[src/rtl/axil_reg_master.sv]
// axil_reg_master: AXI4-Lite master that runs one 32-bit register read or write
// per command, with a valid/ready command port and a valid/ready response port.
// Optional build macro: AXIL_MASTER_TIMEOUT_EN. When it is defined, each wait phase
// aborts after C_TIMEOUT cycles, and BREADY/RREADY stay high in IDLE to drain late
// responses.
module axil_reg_master #(
  parameter int C_M_AXI_ADDR_WIDTH = 32,
  parameter int C_M_AXI_DATA_WIDTH = 32,
  parameter int C_TIMEOUT          = 1024
) (
  input  logic                            clk,
  input  logic                            reset,
  // command port
  input  logic                            cmd_valid,
  output logic                            cmd_ready,
  input  logic                            cmd_rnw,
  input  logic [C_M_AXI_ADDR_WIDTH-1:0]   cmd_addr,
  input  logic [C_M_AXI_DATA_WIDTH-1:0]   cmd_wdata,
  input  logic [C_M_AXI_DATA_WIDTH/8-1:0] cmd_wstrb,
  // response port
  output logic                            rsp_valid,
  input  logic                            rsp_ready,
  output logic [C_M_AXI_DATA_WIDTH-1:0]   rsp_rdata,
  output logic                            rsp_err,
  // AXI4-Lite master
  output logic [C_M_AXI_ADDR_WIDTH-1:0]   M_AXI_AWADDR,
  output logic                            M_AXI_AWVALID,
  input  logic                            M_AXI_AWREADY,
  output logic [C_M_AXI_DATA_WIDTH-1:0]   M_AXI_WDATA,
  output logic [C_M_AXI_DATA_WIDTH/8-1:0] M_AXI_WSTRB,
  output logic                            M_AXI_WVALID,
  input  logic                            M_AXI_WREADY,
  input  logic [1:0]                      M_AXI_BRESP,
  input  logic                            M_AXI_BVALID,
  output logic                            M_AXI_BREADY,
  output logic [C_M_AXI_ADDR_WIDTH-1:0]   M_AXI_ARADDR,
  output logic                            M_AXI_ARVALID,
  input  logic                            M_AXI_ARREADY,
  input  logic [C_M_AXI_DATA_WIDTH-1:0]   M_AXI_RDATA,
  input  logic [1:0]                      M_AXI_RRESP,
  input  logic                            M_AXI_RVALID,
  output logic                            M_AXI_RREADY
);

  typedef enum logic [2:0] {
    S_IDLE, S_WR_REQ, S_WR_RESP, S_RD_REQ, S_RD_RESP, S_RSP
  } state_t;

  state_t                            r_state, w_next;
  logic [C_M_AXI_ADDR_WIDTH-1:0]     r_addr;
  logic [C_M_AXI_DATA_WIDTH-1:0]     r_wdata;
  logic [C_M_AXI_DATA_WIDTH/8-1:0]   r_wstrb;
  logic                              r_aw_done, r_w_done;
  logic [C_M_AXI_DATA_WIDTH-1:0]     r_rdata;
  logic                              r_err;
  logic                              w_cmd_hs, w_aw_hs, w_w_hs, w_timeout;

  assign w_cmd_hs = cmd_valid && cmd_ready;
  assign w_aw_hs  = M_AXI_AWVALID && M_AXI_AWREADY;
  assign w_w_hs   = M_AXI_WVALID && M_AXI_WREADY;

  // Payload is registered at command accept so it stays constant while VALID is high.
  assign M_AXI_AWADDR = r_addr;
  assign M_AXI_ARADDR = r_addr;
  assign M_AXI_WDATA  = r_wdata;
  assign M_AXI_WSTRB  = r_wstrb;
  assign rsp_rdata    = r_rdata;
  assign rsp_err      = r_err;

`ifdef AXIL_MASTER_TIMEOUT_EN
  logic [15:0] r_tcnt;
  logic        w_waiting;

  assign w_waiting = (r_state == S_WR_REQ) || (r_state == S_WR_RESP) ||
                     (r_state == S_RD_REQ) || (r_state == S_RD_RESP);
  assign w_timeout = w_waiting && (r_tcnt == 16'(C_TIMEOUT - 1));

  // Per-phase watchdog: cleared on every state change, counts while waiting on the slave.
  always_ff @(posedge clk or posedge reset) begin
    if (reset)                  r_tcnt <= '0;
    else if (w_next != r_state) r_tcnt <= '0;
    else if (w_waiting)         r_tcnt <= r_tcnt + 16'd1;
  end
`else
  assign w_timeout = 1'b0;
`endif

  // State register.
  always_ff @(posedge clk or posedge reset) begin
    // NOTE: registers are updated with <= so every flop samples pre-edge values.
    if (reset) r_state <= S_IDLE;
    else       r_state <= w_next;
  end

  // Next-state decode and handshake outputs; a real slave response beats a same-cycle timeout.
  always_comb begin
    // NOTE: every output gets a default here so no path leaves one unassigned (no latch).
    w_next        = r_state;
    cmd_ready     = 1'b0;
    rsp_valid     = 1'b0;
    M_AXI_AWVALID = 1'b0;
    M_AXI_WVALID  = 1'b0;
    M_AXI_BREADY  = 1'b0;
    M_AXI_ARVALID = 1'b0;
    M_AXI_RREADY  = 1'b0;
    case (r_state)
      S_IDLE: begin
        cmd_ready = !reset;
`ifdef AXIL_MASTER_TIMEOUT_EN
        M_AXI_BREADY = !reset;
        M_AXI_RREADY = !reset;
`endif
        if (cmd_valid && !reset) w_next = cmd_rnw ? S_RD_REQ : S_WR_REQ;
      end
      S_WR_REQ: begin
        M_AXI_AWVALID = !r_aw_done;
        M_AXI_WVALID  = !r_w_done;
        if ((r_aw_done || M_AXI_AWREADY) && (r_w_done || M_AXI_WREADY)) w_next = S_WR_RESP;
        else if (w_timeout)                                              w_next = S_RSP;
      end
      S_WR_RESP: begin
        M_AXI_BREADY = 1'b1;
        if (M_AXI_BVALID)   w_next = S_RSP;
        else if (w_timeout) w_next = S_RSP;
      end
      S_RD_REQ: begin
        M_AXI_ARVALID = 1'b1;
        if (M_AXI_ARREADY)  w_next = S_RD_RESP;
        else if (w_timeout) w_next = S_RSP;
      end
      S_RD_RESP: begin
        M_AXI_RREADY = 1'b1;
        if (M_AXI_RVALID)   w_next = S_RSP;
        else if (w_timeout) w_next = S_RSP;
      end
      S_RSP: begin
        rsp_valid = 1'b1;
        if (rsp_ready) w_next = S_IDLE;
      end
      default: w_next = S_IDLE;
    endcase
  end

  // Command latch, per-channel write completion flags and response capture.
  always_ff @(posedge clk or posedge reset) begin
    if (reset) begin
      r_addr    <= '0;
      r_wdata   <= '0;
      r_wstrb   <= '0;
      r_aw_done <= 1'b0;
      r_w_done  <= 1'b0;
      r_rdata   <= '0;
      r_err     <= 1'b0;
    end else begin
      if (w_cmd_hs) begin
        r_addr    <= cmd_addr;
        r_wdata   <= cmd_wdata;
        r_wstrb   <= cmd_wstrb;
        r_aw_done <= 1'b0;
        r_w_done  <= 1'b0;
      end
      if (w_aw_hs) r_aw_done <= 1'b1;
      if (w_w_hs)  r_w_done  <= 1'b1;
      if (r_state == S_WR_RESP && M_AXI_BVALID) begin
        r_rdata <= '0;
        r_err   <= (M_AXI_BRESP != 2'b00);
      end else if (r_state == S_RD_RESP && M_AXI_RVALID) begin
        r_rdata <= M_AXI_RDATA;
        r_err   <= (M_AXI_RRESP != 2'b00);
      end else if (w_timeout && w_next == S_RSP) begin
        r_rdata <= C_M_AXI_DATA_WIDTH'(32'hDEAD_BEEF);
        r_err   <= 1'b1;
      end
    end
  end

endmodule
[config.mk]
export PLATFORM = sky130hd
export DESIGN_NAME = axil_reg_master
export DESIGN_NICKNAME = d
export VERILOG_FILES = /design/src/rtl/axil_reg_master.sv
export SDC_FILE = /design/constraint.sdc
export NUM_CORES = 1
export LEC_CHECK = 0
export CAP_MARGIN = 20
export CORE_MARGIN = 2
export CORE_UTILIZATION = 30
export DETAILED_ROUTE_END_ITERATION = 16
export SLEW_MARGIN = 40
export SYNTH_ARGS = -nofsm -noshare
export SYNTH_HDL_FRONTEND = slang
export SYNTH_SLANG_ARGS = --single-unit
[constraint.sdc]
create_clock -name clk -period 7.55 [get_ports clk]
set_input_delay 2.265 -clock clk [delete_from_list [all_inputs] [get_ports clk]]
set_output_delay 2.265 -clock clk [all_outputs]
set_load 0.1 [all_outputs]
## After elaboration in Yosys (flattened, before gate mapping)

Cells that the tools add are included.

| operators by class | value |
|---|---|
| equality and inequality tests | 11 |
| mux-type cells | 22 |
| reductions and logical operators | 19 |

Operator list:

| cell | count |
|---|---|
| $mux 32 | 2 |
| $mux 3 | 6 |
| $pmux 3 s6 | 1 |
| $mux 1 | 12 |
| $ne 2x2->1 const B | 6 |
| $reduce_bool 2->1 | 5 |
| $logic_and 1x1->1 | 7 |
| $eq 3x2->1 const B | 2 |
| $eq 3x3->1 const B | 2 |
| $reduce_and 6->1 | 1 |
| $eq 3x1->1 const B | 1 |
| $logic_not 1->1 | 3 |
| $logic_not 3->1 | 1 |
| $logic_or 1x1->1 | 2 |
| $mux 2 | 1 |

| storage, ports and cells | value |
|---|---|
| register bits after elaboration | 106 |
| input port bits | 114 |
| output and inout bits | 140 |
| word-level logic and storage cells | 60 |

## Longest topological paths before layout

| depth | value |
|---|---|
| depth after elaboration | 5 |
| depth in mapped cells | 6 |
| depth with buffers taken out | 4 |

## Least setup slack after synthesis

OpenSTA, ideal clock, no wires.

| timing | value |
|---|---|
| path kind | input-to-output |
| start | in reset |
| end | out cmd_ready |
| arrival time | 3,320 ps |
| data required time | 5,285 ps |
| slack | 1,965 ps |
| stages | 1 |
| buffers on the path | 0 |
| cells stage by stage | nor4_4 |

| on the way | value |
|---|---|
| word-level cells in the longest chain between the ends | 2 |

RTL lines:

| element | line | RTL |
|---|---|---|
| start: declaration | 12 | `input logic reset,` |
| $logic_not 1->1 (no line) | n/a |  |
| $mux 1 | 106 | `case (r_state)` |
| end: declaration | 15 | `output logic cmd_ready,` |

Every way passes these cells.

## Worst setup path in the final report

Same ends and word-level chain as after synthesis.

==> results.yml <==
outcome:
  run_status: "finished clean"
clock_tree:
  post_cts_resized: 0
  path_clk_slew_ns: 0.07
  cts_tree: "done"
  root_buffer: "clkbuf_16"
  cts_made_buffers: 9
  cts_sinks: 106
  htreeDepth: 3
  cts_hold_buf: 0
  clockBufferDepth: 2
  insertion_delay_ns: 0.34
  postCtsSetupBuffers: 0
logic_synthesis:
  async_reset_ff_frac: 1.00
  yosysWarnings: 0
  syn-num-nets: 411
  synth_cell_types: 30
  synth.area.top_cells: "dfrtp_1 58%, mux2_4 22%, a22o_1 6.5%"
  ys_seq_area_frac: 0.577
  synth-seq-cells: 106
  synth.top_cell.area_share: 0.577
  synth_edf_count: 0
  synth-main-ff-cell: "dfrtp_1"
  synth_largest_area_cell: "dfrtp_1"
  syn_avg_cell_area_sq_um: 15.5
  synthCells: 297
  synthTopCellsByCount: "106 x dfrtp_1, 68 x mux2_4, 34 x a22o_1"
  synth.most_common_cell: "dfrtp_1"
  synthesis.area_sq_um: 4590
global_route:
  grt_start_max_net_pins: 57
  grt_pass1_vias: 3148
  antenna_found_initial: 0
  gr-usage-all-layers: 0.138
  grt_pass1_wl_um: 17300
  grt_overflow: 0
place:
  gp_congestion: 0.757
  portBuffers: 253
  dpl_cell_area_sq_um: 6360
  dp.cells: 695
  hpwlAfterDp_um: 8190
final_layout:
  antenna_cells: 0
  fin_area_sq_um: 6650
  synthToLayoutAreaGrowth_pct: 44.7
  fin_cells: 710
  n_fill_cell: 1398
  drive_gt1_frac: 0.446
  final_nets: 632
critical_path:
  critPathCaptureType: "primary output"
  crit_type: "input pin to primary output"
  cp.required_ns: 5.29
  rrSetupSlack_ns: 5.23
  startpoint_type: "input pin"
  cp.arrival_ns: 3.47
  crit_fanout: 3
route:
  drt-initial-drc-count: 111
  wire_per_inst_um: 15.9
  drc: 0
  firstDrtPassIters: 4
  vias_per_cell: 4.40
  vias: 3124
  wirelength_um: 11300
  ant_nets: 0
floorplan:
  io_pins: 254
  die_x_um: 128
  coreArea_sq_um: 15100
  initial_core_util: 0.304
  die_area_sq_um: 16300
  die_h_um: 128
  rows: 45
sta:
  slew_headroom: 0.531
  worst_slew_pin_slew_ns: 0.703
  layout_worst_path_cycle_share: 0.760
  setup_violations: 0
  fmax_ghz: 0.174
  fin_skew_ns: 0.00483
  hold_viol: 0
  final_max_slew_viol_count: 0
  rsz0062_at_grt: "false"
  tns_ns: 0
  fin_crit_ns: 5.74
job:
  maxCapViolCount: 0
hold_path:
  holdCritPathClass: "flip-flop to flip-flop"
-- kinds of logic (layout without fill, tap and decap cells) --
group | Yosys count | count (layout) | share of synthesized area
buffers and inverters | 51 | 276 | 0.0817
flip-flops | 106 | 106 | 0.577
multiplexers | 69 | 69 | 0.224
AND/OR/NAND/NOR | 26 | 26 | 0.0357
AO/OA/AOI/OAI | 45 | 45 | 0.0809
-- worst max-delay path, stage by stage --
cell             delay, ns
clkdlybuf4s50_1       0.51
nor4_4                0.33
buf_4                 0.37
-- per-stage QoR --
step | hold WS [ns] | utilization | worst slack (ns)
2_1_floorplan | 0.497 | - | 1.97
3_5_place_dp | 0.477 | 0.421 | 1.89
3_3_place_gp | 0.475 | 0.466 | 1.91
5_1_grt | 0.511 | 0.440 | 1.74
6_report | 0.494 | 0.440 | 1.81
4_1_cts | 0.500 | 0.440 | 1.89
-- sequential cells by signal, summed over array words and instances (netlist names) --
register,cells
r_state,3
rsp_err,1
r_aw_done,1
r_w_done,1
M_AXI_ARADDR,32
M_AXI_WDATA,32
rsp_rdata,32
M_AXI_WSTRB,4
-- metal layers --
layer	GRT usage	part of all wire	up-vias
met5	0	0	-
met4	0.0420	0.015	0
met3	0.0492	0.080	11
met2	0.223	0.47	144
met1	0.174	0.43	1511
li1	-	-	1458
-- cell usage in the layout (no fill, tap or decap), types with 3 or more instances in the layout --
master / instances
buf_2: 139
clkdlybuf4s50_1: 113
dfrtp_1: 106
mux2_4: 68
a22o_1: 34
clkbuf_16: 9
nand2_1: 7
nor2_1: 5
buf_4: 4
and2_1: 3
clkinvlp_4: 3
-- final cells by class --
type / instances / area (sq um) / share of cell area
flip-flops and latches: 106 / 2650 / 0.399
repair buffers: 258 / 1880 / 0.283
multi-input cells: 140 / 1580 / 0.238
clock buffers: 11 / 253 / 0.0380
well taps: 188 / 235 / 0.0354
clock inverters: 4 / 27.5 / 0.00414
inverters: 3 / 13.8 / 0.00207
-- worst paths after layout --
check | to | start | depth (start not counted)
worst min register to register | rsp_rdata[12] | rsp_rdata[12] | 1
worst min-delay path | rsp_rdata[12] | rsp_rdata[12] | 1
worst max register to register | M_AXI_ARADDR[10] | r_state[0] | 4
min in group asynchronous | rsp_rdata[18] | reset | 2
max in group asynchronous | r_w_done | reset | 3
worst max-delay path | cmd_ready | reset | 3
Power is not shown: default switching activity piles up to over one toggle a cycle in this logic, so the estimate is an artifact.
